<file path="src/rtl/decoder_scan_ctrl.sv">
// -----------------------------------------------------------------------------
// decoder_scan_ctrl
//   Sequencer for the select input of a 2-to-4 line decoder. After an accepted
//   start it walks a 2-bit index upward through the lines enabled in a latched
//   4-bit mask. Each index is held for a latched dwell time of D cycles.
//   Operation is one-shot or continuous, and the block reports completion,
//   wrap-around and a count of completed passes.
//
// Ports
//   clk        : system clock, rising edge
//   rst        : asynchronous active-high reset
//   start      : begin a scan (accepted only when idle and stop is low)
//   stop       : abort a running scan; takes priority over count expiry
//   mode_cont  : 1 = continuous, 0 = one-shot (latched on accepted start)
//   mask       : enabled decoder lines (latched on accepted start)
//   dwell      : cycles per index, 0 treated as 1 (latched on accepted start)
//   sel        : decoder index; holds its last value when idle
//   sel_valid  : sel is live
//   busy       : scan in progress
//   done       : one-cycle pulse when a one-shot scan completes
//   wrap       : one-cycle pulse on the first cycle of each new continuous pass
//   err        : one-cycle pulse when start is rejected because mask == 0
//   passes     : completed passes since the last accepted start (wraps)
// -----------------------------------------------------------------------------
module decoder_scan_ctrl #(
  parameter int DWELL_W = 8,
  parameter int PASS_W  = 4
) (
  input  logic               clk,
  input  logic               rst,
  input  logic               start,
  input  logic               stop,
  input  logic               mode_cont,
  input  logic [3:0]         mask,
  input  logic [DWELL_W-1:0] dwell,
  output logic [1:0]         sel,
  output logic               sel_valid,
  output logic               busy,
  output logic               done,
  output logic               wrap,
  output logic               err,
  output logic [PASS_W-1:0]  passes
);

  localparam logic [0:0] ST_IDLE = 1'b0;
  localparam logic [0:0] ST_SCAN = 1'b1;

  logic [0:0]         state_q,  state_d;
  logic [1:0]         sel_q,    sel_d;
  logic [3:0]         mask_q,   mask_d;
  logic               mode_q,   mode_d;
  logic [DWELL_W-1:0] dwl_q,    dwl_d;
  logic [DWELL_W-1:0] cnt_q,    cnt_d;
  logic [PASS_W-1:0]  passes_q, passes_d;
  logic               done_q,   done_d;
  logic               wrap_q,   wrap_d;
  logic               err_q,    err_d;

  logic [DWELL_W-1:0] dwell_eff;
  logic [2:0]         nxt;

  // Lowest enabled line; the caller guarantees m != 0.
  function automatic logic [1:0] lowest_set(input logic [3:0] m);
    lowest_set = 2'd0;
    for (int i = 3; i >= 0; i--) begin
      if (m[i]) lowest_set = i[1:0];
    end
  endfunction

  // {found, index} of the lowest enabled line strictly above cur.
  function automatic logic [2:0] next_above(input logic [3:0] m, input logic [1:0] cur);
    next_above = 3'b000;
    for (int i = 3; i >= 0; i--) begin
      if (m[i] && (i > int'(cur))) next_above = {1'b1, i[1:0]};
    end
  endfunction

  assign dwell_eff = (dwell == '0) ? DWELL_W'(1) : dwell;

  always_comb begin
    state_d  = state_q;
    sel_d    = sel_q;
    mask_d   = mask_q;
    mode_d   = mode_q;
    dwl_d    = dwl_q;
    cnt_d    = cnt_q;
    passes_d = passes_q;
    done_d   = 1'b0;
    wrap_d   = 1'b0;
    err_d    = 1'b0;
    nxt      = next_above(mask_q, sel_q);

    case (state_q)
      ST_IDLE: begin
        // A simultaneous stop cancels the start entirely, including err.
        if (start && !stop) begin
          if (mask == 4'b0000) begin
            err_d = 1'b1;
          end else begin
            mask_d   = mask;
            mode_d   = mode_cont;
            dwl_d    = dwell_eff;
            passes_d = '0;
            state_d  = ST_SCAN;
            sel_d    = lowest_set(mask);
            cnt_d    = dwell_eff - DWELL_W'(1);
          end
        end
      end
      ST_SCAN: begin
        if (stop) begin
          state_d = ST_IDLE;
        end else if (cnt_q != '0) begin
          cnt_d = cnt_q - DWELL_W'(1);
        end else if (nxt[2]) begin
          sel_d = nxt[1:0];
          cnt_d = dwl_q - DWELL_W'(1);
        end else begin
          // Past the highest enabled line: one full pass completed.
          passes_d = passes_q + PASS_W'(1);
          if (mode_q) begin
            sel_d  = lowest_set(mask_q);
            cnt_d  = dwl_q - DWELL_W'(1);
            wrap_d = 1'b1;
          end else begin
            state_d = ST_IDLE;
            done_d  = 1'b1;
          end
        end
      end
      default: state_d = ST_IDLE;
    endcase
  end

  always_ff @(posedge clk or posedge rst) begin
    if (rst) begin
      state_q  <= ST_IDLE;
      sel_q    <= 2'd0;
      mask_q   <= 4'b0000;
      mode_q   <= 1'b0;
      dwl_q    <= '0;
      cnt_q    <= '0;
      passes_q <= '0;
      done_q   <= 1'b0;
      wrap_q   <= 1'b0;
      err_q    <= 1'b0;
    end else begin
      state_q  <= state_d;
      sel_q    <= sel_d;
      mask_q   <= mask_d;
      mode_q   <= mode_d;
      dwl_q    <= dwl_d;
      cnt_q    <= cnt_d;
      passes_q <= passes_d;
      done_q   <= done_d;
      wrap_q   <= wrap_d;
      err_q    <= err_d;
    end
  end

  // sel_valid and busy coincide exactly with the SCAN state.
  assign sel       = sel_q;
  assign sel_valid = (state_q == ST_SCAN);
  assign busy      = (state_q == ST_SCAN);
  assign done      = done_q;
  assign wrap      = wrap_q;
  assign err       = err_q;
  assign passes    = passes_q;

endmodule

</file>
<file path="config.mk">
export PLATFORM = sky130hd
export DESIGN_NAME = decoder_scan_ctrl
export DESIGN_NICKNAME = d
export VERILOG_FILES = /design/src/rtl/decoder_scan_ctrl.sv
export SDC_FILE = /design/constraint.sdc
export NUM_CORES = 1
export LEC_CHECK = 0
export ABC_AREA = 0
export BUFFER_PORTS_ARGS = -buffer_cell sky130_fd_sc_hd__buf_2
export CAP_MARGIN = 40
export CORE_MARGIN = 2
export CORE_UTILIZATION = 40
export DETAILED_ROUTE_END_ITERATION = 8
export HOLD_SLACK_MARGIN = 0.05
export PLACE_DENSITY = 0.64
export REMOVE_ABC_BUFFERS = 1
export SLEW_MARGIN = 20
export SYNTH_ARGS = -nofsm -noshare
export SYNTH_HDL_FRONTEND = slang
export SYNTH_SLANG_ARGS = --single-unit
</file>
<file path="constraint.sdc">
create_clock -name clk -period 3.1 [get_ports clk]
set_clock_uncertainty 0.1 [all_clocks]
set_input_delay 0.31 -clock clk [delete_from_list [all_inputs] [get_ports clk]]
set_output_delay 0.31 -clock clk [all_outputs]
set_load 0.01 [all_outputs]
</file>
==> metrics.txt <==
CTS HTree Levels 2; diode count 0; Clock Tree Root clkbuf_8; Worst setup SP type flop; mean post-synth cell area 9.47 um2; power density over cell area 651 nW/um2; Port-buffer cells 27; relative slew slack 55.9%; Final Power 0.00132 W; Clock Sinks 31; vias 1414; Max Fanout on Critical Path 6; Reg clk slew, reported paths 70 ps; Starting Density 42.2%; Period minus WS final 2690 ps; Final Instance Area 2020 um2; layout cells sized above 1 26.2%; crit path DAT 2800 ps; gr usage total 16.5%; CTS tree yes; postcts setup bufs 0; die span in x 69.5 um; setup TNS 0 ps; CP endpoint kind flop; vias in the first global route 1356; Initial DRT Pass Iterations 4; row count 23; Layout Area Growth over Synthesis 17.9%; critical path class flop to flop; Mapped Area 1710 um2; CTS Buf Count 5; IO Count 28; mux contribution to synthesized area 10.3%; filler cell count 401; GPL Wtd Cong 0.870; Die Span Y 69.5 um; worst skew pair latency 290 ps; clk buf depth 2; DPL Wire Length 2770 um; Yosys reg bits 31; critical path data required time 3210 ps; Core Area 4060 um2; Synth area leaders dfrtp_1 45%, mux2_2 8.5%, nor2_1 4.6%, a21oi_1 4.1%, o21ai_0 2.9%; RSZ-0062 raised after global routing false; Max Fclk 0.372 GHz; Worst Hold Class primary input to flop; Final Cycle Share 86.7%; hold buffer count at cts 1; status complete, no violations; Max-Cap Viols 0; distinct cell type count after synthesis 41; Synth top area share 45.3%; worst slew pin tran 661 ps; final setup fails 0; 1st-iter DRT viols 55; cell taking the most area after synthesis dfrtp_1; Placement Cell Area 1910 um2; reg2reg path depth 6; Compound-Gate Fraction of Synth Area 15.5%; warnings from Yosys 0; global-route wire length before repair 6260 um; gr ovfl total 0; Hold Crit Depth 2; Synth Area in XOR/XNOR 3.07%; Peak supply drop 0.296 mV; Post-Route WL 3780 um; leakage power 0.896 nW; die footprint 4820 um2; post-CTS sizing 0; adder-cell share of the synthesized area 1.46%; Post-route DRC 0; vias per std cell 5.36; antenna violations before repair 0; post-DR wirelength/cell 14.3 um; largest family of logic cells by synthesized area simple AND/OR/NAND/NOR gates; Fin. Hold Viols 0; Routed Antenna Nets 0; fin. max-slew vios 0; largest net degree at the start of global routing 23; Final Net Count 232; simple-gate share of the synthesized area 19.7%; post-synthesis cell count 181; register area share after synthesis 45.3%
## metal layers
metal / GRT usage [%] / share of wire (%) / vias up
li1: - / - / 709
met1: 21.2 / 48 / 673
met2: 26.2 / 47 / 25
met3: 3.20 / 3.1 / 7
met4: 9.15 / 2.5 / 0
met5: 0 / 0 / -
## path summary, 6_finish.rpt
check,slack (ps),end,from
setup / recovery,410,passes[3]$_DFFE_PP0P_,cnt_q[5]$_DFFE_PP0P_
hold / removal,140,wrap$_DFF_PP0_,stop
setup reg to reg,410,passes[3]$_DFFE_PP0P_,cnt_q[5]$_DFFE_PP0P_
hold reg to reg,410,dwl_q[1]$_DFFE_PP0P_,dwl_q[1]$_DFFE_PP0P_
max in group asynchronous,1810,cnt_q[2]$_DFFE_PP0P_,rst
min in group asynchronous,510,cnt_q[6]$_DFFE_PP0P_,rst
## sequential cells by signal, indices dropped and copies added (netlist names)
signal / cells
busy: 1
done: 1
cnt_q: 8
mask_q: 4
err: 1
wrap: 1
passes: 4
sel: 2
dwl_q: 8
mode_q: 1
## synthesized netlist by cell type
cell and n:
or3_1 5, nor2_1 21, dfrtp_1 31, buf_4 1, xor2_1 3, o32a_1 1
xnor2_1 3, a21oi_1 14, o211ai_1 1, ha_1 2, nor4_1 3, or2_1 1
o311ai_0 1, nand2b_1 3, a221oi_1 1, or4_4 1, clkbuf_2 1, a21bo_2 1
or4_1 2, a311oi_1 1, o21ai_0 10, o221ai_1 1, a221o_1 3, o311a_1 1
inv_1 13, mux2i_1 3, a211o_1 2, or3_2 1, nand3_1 2, nand2_1 9
nor2b_1 7, a211oi_1 1, mux2_2 13, nand4b_1 1, o22ai_1 2, nor3b_1 1
or2_2 1, clkbuf_1 5, nor3_1 6, a31oi_1 1, nor3_2 1
## power by group
part	internal, W	switching, W	leakage, nW
logic	0.000175	0.000186	0.467
registers	0.000501	0.000101	0.378
clock network	0.000202	0.000151	0.0515
total	0.000878	0.000438	0.896
## logic make-up (layout without fill, tap and decap cells)
kind of cell / after synthesis / after routing
compound gates: 41 / 41
simple gates: 65 / 65
xor+xnor: 6 / 6
flops: 31 / 31
fa+ha+maj: 2 / 2
buf+inv: 20 / 53
mux: 16 / 16
## cell usage in the layout, fill, tap and decap left out, types with 3 or more instances in the layout
master / instances
nor2b_1: 7
o21ai_0: 10
mux2_2: 13
nand2_1: 9
or3_1: 5
a21oi_1: 14
nor3_1: 6
a221o_1: 3
xor2_1: 3
nor4_1: 3
clkbuf_8: 7
inv_1: 13
buf_2: 27
dfrtp_1: 31
xnor2_1: 3
nand2b_1: 3
mux2i_1: 3
buf_4: 4
nor2_1: 21
## cell type report
type	count	area (um2)	area share, %
multi-input combinational	130	858	42.5
sequential	31	776	38.4
timing repair buffer	32	175	8.67
clock buffer	8	100	4.95
tap	50	62.6	3.10
inverter	13	48.8	2.41
## critical path, stage by stage, from the launching register on
cell and delay, ps:
dfrtp_1 390, or4_4 560, or3_1 420, a211o_1 310, or2_1 310, or3_1 370, a21oi_1 150
## stage by stage
step / utilization [%] / hold WS [ps] / instances / worst slack [ps]
after floorplan: - / 280 / 174 / 160
after global placement: 47.1 / 295 / 255 / 476
after detailed placement: 47.1 / 294 / 255 / 400
after CTS: 49.8 / 133 / 264 / 398
after global routing: 49.8 / 154 / 264 / 275
final: 49.8 / 138 / 264 / 413
Note: power is estimated with default switching activity, not from simulation.
